**config.mk**
```make
export PLATFORM = sky130hd
export DESIGN_NAME = dec_deserializer_22b
export DESIGN_NICKNAME = d
export VERILOG_FILES = /design/src/rtl/dec_deser_pkg.sv /design/src/rtl/dec_sync_fifo.sv /design/src/rtl/dec_deserializer_22b.sv
export SDC_FILE = /design/constraint.sdc
export NUM_CORES = 1
export LEC_CHECK = 0
export ABC_AREA = 1
export ABC_CLOCK_PERIOD_IN_PS = 5800
export CAP_MARGIN = 5
export CELL_PAD_IN_SITES_DETAIL_PLACEMENT = 1
export CELL_PAD_IN_SITES_GLOBAL_PLACEMENT = 1
export CORE_UTILIZATION = 49
export DETAILED_ROUTE_END_ITERATION = 6
export PLACE_DENSITY_LB_ADDON = 0.1
export SYNTH_ARGS = -nofsm -noshare
export SYNTH_HDL_FRONTEND = slang
export SYNTH_SLANG_ARGS = --single-unit
```
**constraint.sdc**
```tcl
create_clock -name clk -period 5.8 [get_ports clk]
set_input_delay 0.87 -clock clk [delete_from_list [all_inputs] [get_ports clk]]
set_output_delay 0.87 -clock clk [all_outputs]
set_load 0.005 [all_outputs]
```
**src/rtl/dec_deser_pkg.sv**
```systemverilog
// Shared definitions for the decimator receive-side deserializer.
package dec_deser_pkg;

  localparam int DATA_W_DEFAULT = 22;
  localparam int ERR_CNT_W      = 8;

  typedef enum logic [1:0] {
    WAIT_LOW = 2'd0,
    IDLE     = 2'd1,
    SHIFT    = 2'd2,
    DISCARD  = 2'd3
  } rx_state_t;

endpackage

```
**src/rtl/dec_sync_fifo.sv**
```systemverilog
// Single-clock FIFO for deserialized samples. Pointers carry one extra MSB
// so full and empty can be told apart; a push into a full FIFO is accepted
// only when a pop happens on the same edge.
module dec_sync_fifo #(
  parameter int DATA_W     = 22,
  parameter int FIFO_DEPTH = 4
) (
  input  logic                          clk,
  input  logic                          rst,
  input  logic                          push,
  input  logic [DATA_W-1:0]             wdata,
  input  logic                          pop,
  output logic [DATA_W-1:0]             rdata,
  output logic                          full,
  output logic                          empty,
  output logic [$clog2(FIFO_DEPTH):0]   level
);

  localparam int AW = $clog2(FIFO_DEPTH);

  logic [AW:0]       wr_ptr;
  logic [AW:0]       rd_ptr;
  logic [DATA_W-1:0] mem [FIFO_DEPTH];
  logic              pop_ok;
  logic              push_ok;

  assign empty   = (wr_ptr == rd_ptr);
  assign full    = (wr_ptr[AW] != rd_ptr[AW]) && (wr_ptr[AW-1:0] == rd_ptr[AW-1:0]);
  assign pop_ok  = pop && !empty;
  assign push_ok = push && (!full || pop_ok);
  assign level   = wr_ptr - rd_ptr;
  assign rdata   = mem[rd_ptr[AW-1:0]];

  // Pointer advance and storage write; storage cleared so the head reads 0 after reset.
  always_ff @(posedge clk or posedge rst) begin
    if (rst) begin
      wr_ptr <= '0;
      rd_ptr <= '0;
      for (int i = 0; i < FIFO_DEPTH; i++) mem[i] <= '0;
    end else begin
      if (push_ok) begin
        mem[wr_ptr[AW-1:0]] <= wdata;
        wr_ptr              <= wr_ptr + 1'b1;
      end
      if (pop_ok) rd_ptr <= rd_ptr + 1'b1;
    end
  end

endmodule

```
**src/rtl/dec_deserializer_22b.sv**
```systemverilog
// Receive-side deserializer: rebuilds MSB-first serial frames into samples,
// rejects frames of the wrong length and buffers good samples in a FIFO.
// Optional saturating error counter enabled by DEC_DESER_ERR_CNT_EN.
//
// state    | meaning
// WAIT_LOW | after reset; ignore any frame whose start was missed
// IDLE     | between frames, waiting for frame_sync_i high
// SHIFT    | collecting bits of a frame
// DISCARD  | frame overran; wait for frame_sync_i low
module dec_deserializer_22b
  import dec_deser_pkg::*;
#(
  parameter int DATA_W     = DATA_W_DEFAULT,
  parameter int FIFO_DEPTH = 4
) (
  input  logic                          clk,
  input  logic                          rst,
  input  logic                          ser_i,
  input  logic                          frame_sync_i,
  output logic [DATA_W-1:0]             word_o,
  output logic                          valid_o,
  input  logic                          ready_i,
  output logic [$clog2(FIFO_DEPTH):0]   level_o,
  output logic                          frame_err_o,
  output logic                          overflow_o
`ifdef DEC_DESER_ERR_CNT_EN
  ,
  output logic [ERR_CNT_W-1:0]          err_cnt_o
`endif
);

  localparam int CNT_W = $clog2(DATA_W + 1);

  rx_state_t         state;
  logic [DATA_W-1:0] shreg;
  logic [CNT_W-1:0]  bit_cnt;
  logic              last_bit;
  logic              commit;
  logic              too_long;
  logic              too_short;
  logic              pop;
  logic              drop;
  logic              fifo_full;
  logic              fifo_empty;

  assign last_bit  = (bit_cnt == CNT_W'(DATA_W));
  assign commit    = (state == SHIFT) && !frame_sync_i && last_bit;
  assign too_long  = (state == SHIFT) && frame_sync_i && last_bit;
  assign too_short = (state == SHIFT) && !frame_sync_i && !last_bit;
  assign valid_o   = !fifo_empty;
  assign pop       = valid_o && ready_i;
  assign drop      = commit && fifo_full && !pop;

  // Receiver FSM, shift register, bit counter and registered error pulses.
  always_ff @(posedge clk or posedge rst) begin
    if (rst) begin
      state       <= WAIT_LOW;
      shreg       <= '0;
      bit_cnt     <= '0;
      frame_err_o <= 1'b0;
      overflow_o  <= 1'b0;
    end else begin
      frame_err_o <= too_long || too_short;
      overflow_o  <= drop;
      case (state)
        WAIT_LOW: if (!frame_sync_i) state <= IDLE;
        IDLE: begin
          if (frame_sync_i) begin
            shreg   <= {shreg[DATA_W-2:0], ser_i};
            bit_cnt <= CNT_W'(1);
            state   <= SHIFT;
          end
        end
        SHIFT: begin
          if (frame_sync_i) begin
            if (last_bit) begin
              state <= DISCARD;
            end else begin
              shreg   <= {shreg[DATA_W-2:0], ser_i};
              bit_cnt <= bit_cnt + CNT_W'(1);
            end
          end else begin
            state <= IDLE;
          end
        end
        DISCARD: if (!frame_sync_i) state <= IDLE;
        default: state <= WAIT_LOW;
      endcase
    end
  end

  dec_sync_fifo #(
    .DATA_W     (DATA_W),
    .FIFO_DEPTH (FIFO_DEPTH)
  ) u_fifo (
    .clk   (clk),
    .rst   (rst),
    .push  (commit),
    .wdata (shreg),
    .pop   (pop),
    .rdata (word_o),
    .full  (fifo_full),
    .empty (fifo_empty),
    .level (level_o)
  );

`ifdef DEC_DESER_ERR_CNT_EN
  // Saturating count of frame errors and overflows, updated with the pulse.
  always_ff @(posedge clk or posedge rst) begin
    if (rst) begin
      err_cnt_o <= '0;
    end else if ((too_long || too_short || drop) && (err_cnt_o != '1)) begin
      err_cnt_o <= err_cnt_o + ERR_CNT_W'(1);
    end
  end
`endif

endmodule

```
---- Word level (Yosys, flattened, before mapping) ----
Cells that the tools add are included.
storage, ports and cells
  input bits .............................. 5
  output and inout bits ................... 28
  flip-flop bits (word level) ............. 125
operators by class
  eq/ne operators ......................... 12
  add/subtract/negate cells ............... 4
  bitwise operators ....................... 2
  $lt $le $gt $ge ......................... 3
  reduce and logical (&&, ||, !) cells .... 24
  multiplexer cells ....................... 19
operator list
  kind                   count
  $mux W22               6
  $bwmux W88             1
  $bmux W22 S2           1
  $demux W22 S2          1
  $pmux W22 S2           1
  $mux W5                3
  $logic_and A1 B1 Y1    12
  $pmux W5 S2            1
  $mux W2                4
  $ne A2 B2 Y1 const B   4
  $add A3 B1 Y3 const B  2
  $ge A3 B3 Y1 const B   2
  $not A2 Y3             2
  $pmux W2 S3            1
  $add A5 B1 Y5 const B  1
  $eq A5 B5 Y1 const B   1
  $logic_not A1 Y1       5
  $eq A2 B2 Y1 const B   2
  $reduce_and A4 Y1      1
  $eq A3 B3 Y1           1
  $lt A3 B1 Y1 const B   1
  $ne A3 B3 Y1 const B   1
  $reduce_and A3 Y1      1
  $sub A3 B3 Y3          1
  other kinds (7)        8

---- Logic depth before layout (Yosys ltp) ----
Gate-level depths: netlist (run 1).
  depth in word-level cells ............... 6
  mapped depth ............................ 10

---- By module ----
A second synthesis (run 1) with hierarchy kept.
unflattened totals
  cells, all modules ...................... 743
  area, all modules ....................... 6,153.4 µm²
modules (own cells, without submodules)
  module                cells an instance  area each (µm²)  times used  seq. area each (µm²)
  dec_sync_fifo         571                4,692.0          1           2,352.3
  dec_deserializer_22b  172                1,461.4          1           775.7

---- Worst setup path after synthesis (run 1) ----
Ideal clock, no wire load.
  path kind ............................... reg-to-output
  start ................................... register u_fifo.rd_ptr[1]
  end ..................................... output valid_o
  cell stages (with the launch flop) ...... 5
  path slack .............................. 3.721 ns
  path buffers ............................ 1
  data required time ...................... 4.930 ns
  arrival time ............................ 1.209 ns
  path through ............................ dfrtp_1 > inv_1 > clkbuf_1 > ha_1 > nand4_1
on the way
  cells in the longest elaborated chain, start to end .. 2
ends and longest elaborated chain
  what                    line                        source
  from (decl)             dec_sync_fifo.sv:22         logic [AW:0] rd_ptr;
  from (signal assigned)  dec_sync_fifo.sv:45         if (pop_ok) rd_ptr <= rd_ptr + 1'b1;
  $eq A3 B3 Y1            dec_sync_fifo.sv:27         assign empty = (wr_ptr == rd_ptr);
  $logic_not A1 Y1        dec_deserializer_22b.sv:50  assign valid_o = !fifo_empty;
  to (decl)               dec_deserializer_22b.sv:21  output logic valid_o,
Every way passes these cells.

---- Worst setup path in the final report (run 1) ----
  start ................................... register u_fifo.rd_ptr[0]
  end ..................................... output word_o[1]
on the way
  cells in the longest elaborated chain, start to end .. 4
ends and longest elaborated chain
  what                                          line                        source
  $not A2 Y3 (implied by the code)              dec_sync_fifo.sv:32         assign rdata = mem[rd_ptr[AW-1:0]];
  $bmux W22 S2                                  dec_sync_fifo.sv:32
  $mux W22 (implied by the code) (2 in series)  dec_sync_fifo.sv:32
  to (decl)                                     dec_deserializer_22b.sv:20  output logic [DATA_W-1:0] word_o,
Every way passes these cells. The select of a mux whose other input is x is not followed.

==> flow_metrics.tcl, run 1 <==
set metrics [dict create \
    place_area_um2 6420 \
    timing.final.crit_period_ns 3.63 \
    grt_overflow 0 \
    setup_tns_ns 0 \
    firstDrtPassIters 4 \
    final_common_cell "nand2_1" \
    fmax_mhz 276 \
    layout_setup_ws_ns 2.17 \
    n_fill_cell 1458 \
    path_max_fanout 25 \
    drv_slew 0 \
    yosysWarnings 0 \
    h-tree-depth 4 \
    postLayoutCellArea_um2 7020 \
    rows 40 \
    fin_nets 765 \
    setup_viol 0 \
    grt_pass1_vias 5682 \
    fin_crit_sh_pct 62.6 \
    diodes 0 \
    clkTransAtPathRegs_ns 0.06 \
    cts_resized 0 \
    ir_drop_uv 211 \
    dieArea_um2 12900 \
    die_h_um 113 \
    initial_core_util_pct 50.4 \
    cts_root_buffer "clkbuf_16" \
    hold_viol 0 \
    cts_buffer_depth 2 \
    arrival_ns 2.76 \
    synthCells 736 \
    grt_usage_pct 30.7 \
    dp_hpwl_um 10500 \
    utilization_pct 58.2 \
    dr.first_iter.drc_count 409 \
    gp_congestion 0.794 \
    worstSetupStartpointType "flip-flop" \
    cts_buffers 17 \
    tightest_slew_ns 1.02 \
    ant_nets 0 \
    rsz0062_at_grt "no" \
    required_ns 4.93 \
    cts_tree "done" \
    finalClockSkew_ns 0.00576 \
    reg2reg_depth 8 \
    timing.rr.end "u_fifo.mem[8]" \
    wl_um 18000 \
    syn-cell-area_um2 6080 \
    vias_per_cell 5.81 \
    drc_errors 0 \
    fp.dieW_um 113 \
    crit_type "reg -> out" \
    whs_endpoint "u_fifo.mem[37]" \
    r2r_slack_ns 2.29 \
    yosysTopAreaCellShare_pct 51.5 \
    synth_seq_area_share_pct 51.5 \
    antenna_found_initial 0 \
    avgSynthCellArea_um2 8.26 \
    ios 33 \
    ys_ff_latch 125 \
    synth_area_leaders "dfrtp_1 51%, nand2_1 16%, nand4_1 9.6%" \
    critPathMaxStageDelay_ns 0.94 \
    grt_pass1_wl_um 30100 \
    core-area_um2 12100 \
    portBuffers 32 \
    wl_per_cell_um 19.4 \
    place_ws_ns 2.17 \
    status "finished clean" \
    maxSlewHeadroom_pct 31.9 \
    cts_setup_buffers 0 \
    power_density_nw_per_um2 339 \
    hold_path_class "reg -> reg" \
    max_cap_viol_count 0 \
    power_leakage_nw 3.73 \
    critPathCaptureType "output port" \
    layout_common_cells "261 x nand2_1, 125 x dfrtp_1, 93 x nand4_1" \
    via_count 5388 \
    drive_gt1_share_pct 7.24 \
    syn_nets 754 \
    ctsHoldBuffers 0 \
    clock_latency_ns 0.42 \
    slowest_stage "dfrtp_1" \
    min_path_cells 2 \
    clock_sinks 125 \
    min-delay-start "u_fifo.mem[37]" \
    crit_chain "buf_4, o21ai_0, o22ai_1, clkdlybuf4s50_1" \
    yosys.area.top_type "dfrtp_1" \
    grt_max_degree 95 \
    synth_cell_types 25 \
    area_growth_pct 15.5 \
    rr_startpoint "u_fifo.rd_ptr[0]" \
]
-- routing by layer --
metal	GRT usage, %	vias to the layer above	wire (um)
li1	-	2510	-
met3	4.68	21	662
met2	50.7	114	8970
met1	41.4	2743	8130
met5	0	-	0
met4	11.1	0	281
-- stage by stage --
step | hold WS (ns) | cells | power [W]
5_1_grt | 0.486 | 928 | 0.00248
6_report | 0.467 | 928 | 0.00238
3_3_place_gp | 0.448 | 896 | 0.00129
3_5_place_dp | 0.454 | 896 | 0.00132
2_1_floorplan | 0.437 | 736 | 0.00122
4_1_cts | 0.471 | 928 | 0.00239
-- where the power goes --
part           switching [W]  internal, W
Clock               0.000380     0.000689
Sequential          0.000109     0.000940
Combinational       0.000180    0.0000818
-- flip-flops by register name, indices dropped and copies added (netlist names) --
register,cells
u_fifo.wr_ptr,3
frame_err_o,1
u_fifo.mem,88
shreg,22
bit_cnt,5
u_fifo.rd_ptr,3
overflow_o,1
state,2
-- synth_stat cells, drive strengths merged --
master / number
nor3: 1
xnor2: 1
fa: 1
inv: 19
xor2: 2
o21ai: 46
clkbuf: 22
nand4: 93
o22ai: 22
nor2: 52
dfrtp: 125
buf: 34
nand3: 39
clkinv: 1
ha: 12
nand2: 264
a21oi: 2
-- critical path, delay by kind of cell, from the launching register on --
family                 cells  cell delay (ns)
buffers and inverters      2             0.99
DFF                        1             0.94
AOI/OAI and AO/OA          2             0.41
-- cell families (layout without fill, tap and decap cells) --
family	Yosys count	count (layout)	share of synthesized area, %
adders and majority gates	13	13	2.80
DFF	125	125	51.5
AOI/OAI and AO/OA	70	70	6.22
xor gates and xnor gates	3	3	0.432
buffers and inverters	76	100	6.36
and+or+nand+nor	449	449	32.7
-- area by class of cell --
class / count / area (um2) / area share [%]
flip-flops and latches: 125 / 3130 / 44.5
multi-input cells: 535 / 2560 / 36.5
clock buffers: 27 / 553 / 7.87
repair buffers: 48 / 440 / 6.27
well taps: 168 / 210 / 2.99
inverters: 20 / 77.6 / 1.10
clock inverters: 5 / 50.0 / 0.713
-- how the worst max path moves through the flow --
stage / cells past startpoint / slack, ns / from / to
2_1_floorplan: 1 / 1.60 / rst / bit_cnt[0]
3_3_place_gp: 8 / 2.34 / frame_sync_i / u_fifo.mem[2]
3_5_place_dp: 8 / 2.17 / frame_sync_i / u_fifo.mem[11]
4_1_cts: 4 / 2.17 / u_fifo.rd_ptr[0] / word_o[20]
5_1_grt: 8 / 1.97 / u_fifo.rd_ptr[0] / u_fifo.mem[4]
6_report: 4 / 2.17 / u_fifo.rd_ptr[0] / word_o[1]
No activity file was read; power rests on OpenSTA's default activity.
==> run 2: changes to the inputs <==
--- a/config.mk
+++ b/config.mk
@@ -6,11 +6,11 @@
 export NUM_CORES = 1
 export LEC_CHECK = 0
 export ABC_AREA = 1
-export ABC_CLOCK_PERIOD_IN_PS = 5800
+export ABC_CLOCK_PERIOD_IN_PS = 3800
 export CAP_MARGIN = 5
 export CELL_PAD_IN_SITES_DETAIL_PLACEMENT = 1
 export CELL_PAD_IN_SITES_GLOBAL_PLACEMENT = 1
-export CORE_UTILIZATION = 49
+export CORE_UTILIZATION = 45
 export DETAILED_ROUTE_END_ITERATION = 6
 export PLACE_DENSITY_LB_ADDON = 0.1
 export SYNTH_ARGS = -nofsm -noshare
==> constraint.sdc (replaced) <==
create_clock -name clk -period 3.8 [get_ports clk]
set_input_delay 0.57 -clock clk [delete_from_list [all_inputs] [get_ports clk]]
set_output_delay 0.57 -clock clk [all_outputs]
set_load 0.005 [all_outputs]
==> run 2 against run 1 <==
Power increased by 47%. Sequential power up 56%. Hold slack got worse by 0.0023 ns. Clock skew is 0.0046 ns higher. Routed wire length increased by 2.3%. Critical path depth increased by 1. Critical path type unchanged. Largest cell class unchanged.
==> flow_metrics.tcl, run 2 (synthesis results as in run 1) <==
set metrics [dict create \
    cts_buffer_depth 2 \
    power_leakage_nw 3.69 \
    drv_slew 0 \
    ios 33 \
    diodes 0 \
    hold_viol 0 \
    cts_setup_buffers 0 \
    drc_errors 0 \
    grt_pass1_vias 5676 \
    path_max_fanout 39 \
    hold_path_class "reg -> reg" \
    layout_common_cells "261 x nand2_1, 125 x dfrtp_1, 93 x nand4_1" \
    gp_congestion 0.762 \
    reg2reg_depth 9 \
    h-tree-depth 4 \
    required_ns 3.23 \
    rsz0062_at_grt "no" \
    power_density_nw_per_um2 500 \
    arrival_ns 2.87 \
    timing.final.crit_period_ns 3.44 \
    cts_resized 0 \
    ir_drop_uv 349 \
    grt_usage_pct 28.5 \
    largest_registers "u_fifo.mem (88), shreg (22), bit_cnt (5)" \
    wl_per_cell_um 19.7 \
    vias_per_cell 5.85 \
    finalClockSkew_ns 0.0104 \
    slowest_stage "clkinv_1" \
    top_register "u_fifo.mem" \
    dp_hpwl_um 11300 \
    critPathCaptureType "output port" \
    clock_latency_ns 0.42 \
    maxSlewHeadroom_pct 23.5 \
    rr_startpoint "u_fifo.rd_ptr[0]" \
    area_growth_pct 14.9 \
    place_area_um2 6450 \
    cts_tree "done" \
    critPathMaxStageDelay_ns 0.87 \
    status "finished clean" \
    worstSetupStartpointType "flip-flop" \
    fin_crit_sh_pct 90.5 \
    dr.first_iter.drc_count 388 \
    drive_gt1_share_pct 6.72 \
    r2r_slack_ns 0.68 \
    clock_sinks 125 \
    tightest_slew_ns 1.14 \
    grt_pass1_wl_um 30800 \
    initial_core_util_pct 46.1 \
    die_h_um 118 \
    portBuffers 32 \
    n_fill_cell 1599 \
    grt_overflow 0 \
    timing.rr.end "u_fifo.mem[19]" \
    fp.dieW_um 118 \
    rows 42 \
    wl_um 18400 \
    fmax_mhz 291 \
    crit_type "reg -> out" \
    antenna_found_initial 0 \
    firstDrtPassIters 4 \
    ant_nets 0 \
    setup_tns_ns 0 \
    hold_slack_ns 0.465 \
    via_count 5466 \
    postLayoutCellArea_um2 6980 \
    crit_chain "clkinv_1, buf_4, o21ai_0, o22ai_1, clkdlybuf4s50_1" \
    min-delay-start "u_fifo.mem[47]" \
    largest_reg_flops 88 \
    cts_root_buffer "clkbuf_16" \
    ctsHoldBuffers 0 \
    whs_endpoint "u_fifo.mem[47]" \
    dieArea_um2 14000 \
    dp_cells 907 \
    min_path_cells 2 \
    setup_viol 0 \
    fin_nets 768 \
    stdcell_count 935 \
    grt_max_degree 93 \
    cts_buffers 17 \
    core-area_um2 13200 \
    max_cap_viol_count 0 \
    final_common_cell "nand2_1" \
    clkTransAtPathRegs_ns 0.05 \
]
==> run 2: worst max-delay path by stage <==
stage                                 from        endpoint  slack, ns  cells past startpoint
after floorplan                        rst      bit_cnt[0]       1.69                      1
after global placement             ready_i   u_fifo.mem[3]       0.83                      7
after detailed placement  u_fifo.rd_ptr[0]  u_fifo.mem[19]       0.74                      9
after CTS                 u_fifo.rd_ptr[0]       word_o[5]       0.34                      5
after global routing      u_fifo.rd_ptr[0]       word_o[7]       0.10                      5
final                     u_fifo.rd_ptr[0]       word_o[5]       0.36                      5
==> run 2: critical path, delay by kind of cell (launching register included) <==
kind	cells	cell delay (ns)
flops	1	0.35
compound gates	2	0.27
buf+inv	3	1.84
==> run 2: layer usage <==
| layer | track usage, % | vias to the layer above | wire length [um] |
|---|---|---|---|
| met5 | 0 | - | 0 |
| met4 | 10.0 | 0 | 264 |
| met3 | 4.44 | 20 | 967 |
| met2 | 46.4 | 125 | 9330 |
| met1 | 38.6 | 2810 | 7880 |
| li1 | - | 2511 | - |
==> run 2: final cells by class <==
type / count / area (um2) / area share, %
clock buffers: 27 / 523 / 7.49
clock inverters: 1 / 5.00 / 0.0717
flip-flops and latches: 125 / 3130 / 44.8
well taps: 176 / 220 / 3.15
multi-input cells: 535 / 2560 / 36.7
inverters: 20 / 78.8 / 1.13
repair buffers: 51 / 463 / 6.63
==> run 2: power breakdown <==
| part | total [W] | switching [W] | internal (W) |
|---|---|---|---|
| clock network | 0.00147 | 0.000547 | 0.000921 |
| registers | 0.00164 | 0.000202 | 0.00144 |
| logic | 0.000388 | 0.000261 | 0.000127 |
| total | 0.00349 | 0.00101 | 0.00248 |
==> run 2: stage by stage <==
step	power (W)	setup WS, ns	utilization (%)
finish	0.00349	0.359	52.9
floorplan	0.00187	1.69	-
detailed placement	0.00205	0.740	48.9
global route	0.00365	0.101	52.9
CTS	0.00353	0.340	52.9
global placement	0.00201	0.825	48.9
==> run 3: changes to the inputs <==
--- a/config.mk
+++ b/config.mk
@@ -8,11 +8,9 @@
 export ABC_AREA = 1
 export ABC_CLOCK_PERIOD_IN_PS = 3800
 export CAP_MARGIN = 5
-export CELL_PAD_IN_SITES_DETAIL_PLACEMENT = 1
-export CELL_PAD_IN_SITES_GLOBAL_PLACEMENT = 1
-export CORE_UTILIZATION = 45
+export CORE_UTILIZATION = 55
 export DETAILED_ROUTE_END_ITERATION = 6
-export PLACE_DENSITY_LB_ADDON = 0.1
+export PLACE_DENSITY = 0.83
 export SYNTH_ARGS = -nofsm -noshare
 export SYNTH_HDL_FRONTEND = slang
 export SYNTH_SLANG_ARGS = --single-unit
==> run 3 against run 2 <==
Sequential share of layout area shrank 0.19 points. Worst setup slack lost 0.13 ns. Via count is essentially flat. Design area grew 0.43%. Final cell count shrank 3.7%. Maximum frequency shrank 3.5%. Critical path depth is the same. Flip-flop and latch count is the same. Power grew 4.2%. Die area shrank 18%. Core utilization grew 12 points. Routed wire length shrank 17%.
==> flow_metrics.tcl, run 3 (synthesis results as in run 1) <==
set metrics [dict create \
    clkTransAtPathRegs_ns 0.06 \
    cts_tree "done" \
    timing.rr.end "u_fifo.mem[57]" \
    rows 38 \
    worstSetupStartpointType "flip-flop" \
    cts_setup_buffers 0 \
    fmax_mhz 280 \
    p_sw_w 0.00102 \
    ctsHoldBuffers 0 \
    clock_sinks 125 \
    whs_endpoint "u_fifo.mem[55]" \
    grt_pass1_vias 5078 \
    drc_errors 0 \
    rsz0062_at_grt "no" \
    n_fill_cell 822 \
    drv_slew 0 \
    wl_per_cell_um 17.1 \
    top_register "u_fifo.mem" \
    grt_pass1_wl_um 25300 \
    grt_usage_pct 28.8 \
    critPathCaptureType "output port" \
    min_path_cells 2 \
    reg2reg_depth 8 \
    top_layer "met4" \
    power_frac_seq_pct 44.5 \
    fp.dieW_um 107 \
    via_count 5464 \
    area_growth_pct 15.4 \
    vias_per_cell 6.07 \
    firstDrtPassIters 5 \
    grt_max_degree 83 \
    power.total_w 0.00364 \
    power_leakage_nw 3.72 \
    path_max_fanout 26 \
    max_cap_viol_count 0 \
    p_int_w 0.00262 \
    ant_nets 0 \
    cts_buffers 17 \
    r2r_slack_ns 0.65 \
    min-delay-start "u_fifo.mem[55]" \
    h-tree-depth 4 \
    diodes 0 \
    p_sw_share_pct 27.9 \
    dp_hpwl_um 8970 \
    crit_start "u_fifo.rd_ptr[0]" \
    fin_crit_sh_pct 93.8 \
    hold_path_class "reg -> reg" \
    arrival_ns 3.00 \
    portBuffers 32 \
    required_ns 3.23 \
    finalClockSkew_ns 0.0111 \
    setup_tns_ns 0 \
    core-area_um2 10800 \
    ir_drop_uv 369 \
    wl_met3_um 1560 \
    crit_type "reg -> out" \
    wl_um 15300 \
    grt_overflow 0 \
    tightest_slew_ns 0.965 \
    cts_buffer_depth 2 \
    rr_startpoint "u_fifo.rd_ptr[0]" \
    setup_viol 0 \
    largest_reg_flops 88 \
    dieArea_um2 11500 \
    dr.first_iter.drc_count 575 \
    clock_latency_ns 0.54 \
    timing.final.crit_period_ns 3.57 \
    largest_registers "u_fifo.mem (88), shreg (22), bit_cnt (5)" \
    final_common_cell "nand2_1" \
    layout_common_cells "261 x nand2_1, 125 x dfrtp_1, 93 x nand4_1" \
    die_h_um 107 \
    cts_root_buffer "clkbuf_8" \
    wl_met2_um 7290 \
    cts_resized 0 \
    drive_gt1_share_pct 7.37 \
    fin_nets 766 \
    maxSlewHeadroom_pct 35.5 \
    initial_core_util_pct 56.3 \
    hold_viol 0 \
    ios 33 \
    status "finished clean" \
    power_frac_comb_pct 10.3 \
    wl_met1_um 6250 \
    gp_congestion 0.857 \
    antenna_found_initial 0 \
    pwr-share-clk_pct 45.2 \
    power_density_nw_per_um2 519 \
]
-- run 3: cell types whose count changed in the layout (fill, tap and decap cells not counted), moves of 2 or more --
| cell | delta |
|---|---|
| clkbuf_1 | -4 |
| buf_4 | -3 |
| bufinv_16 | +3 |
| clkinvlp_4 | +3 |
| clkinv_2 | +2 |
-- run 3: power groups by stage --
stage / registers [W] / clock network, W / logic (W)
final: 0.00162 / 0.00164 / 0.000375
after CTS: 0.00161 / 0.00166 / 0.000378
after floorplan: 0.00157 / 0 / 0.000301
after detailed placement: 0.00163 / 0 / 0.000373
after global routing: 0.00163 / 0.00172 / 0.000437
after global placement: 0.00163 / 0 / 0.000354
-- run 3: metal layers --
layer	global-route usage, %	vias up
li1	-	2513
met1	38.8	2626
met2	44.2	296
met3	9.12	29
met4	9.69	0
met5	0	-
-- run 3: worst max path at each step --
stage	end	slack, ns	cells after the start
floorplan	bit_cnt[0]	1.69	1
global placement	u_fifo.mem[50]	0.78	7
detailed placement	u_fifo.mem[64]	0.74	7
CTS	word_o[4]	0.27	5
global route	word_o[4]	0.02	5
finish	word_o[4]	0.23	5
-- run 3: metrics by stage --
stage / util [%] / area (um2) / std cells / setup slack, ns / hold WS (ns)
floorplan: - / 6080 / 736 / 1.69 / 0.437
global placement: 59.4 / 6410 / 869 / 0.785 / 0.448
detailed placement: 59.4 / 6410 / 869 / 0.737 / 0.453
CTS: 65.0 / 7010 / 900 / 0.267 / 0.467
global route: 65.0 / 7010 / 900 / 0.0195 / 0.489
finish: 65.0 / 7010 / 900 / 0.234 / 0.470
-- run 3: layout make-up --
cell class	count	area (um2)	share of cell area [%]
Inverter	20	78.8	1.12
Sequential cell	125	3130	44.6
Clock inverter	10	136	1.94
Tap cell	140	175	2.50
Multi-Input combinational cell	535	2560	36.6
Timing Repair Buffer	49	460	6.57
Clock buffer	21	469	6.69
-- run 3: critical path, cell delays in order (launching register included) --
cell             delay [ns]
dfrtp_1                0.59
clkinv_1               0.71
buf_4                  0.41
o21ai_0                0.16
o22ai_1                0.12
clkdlybuf4s50_1        0.47
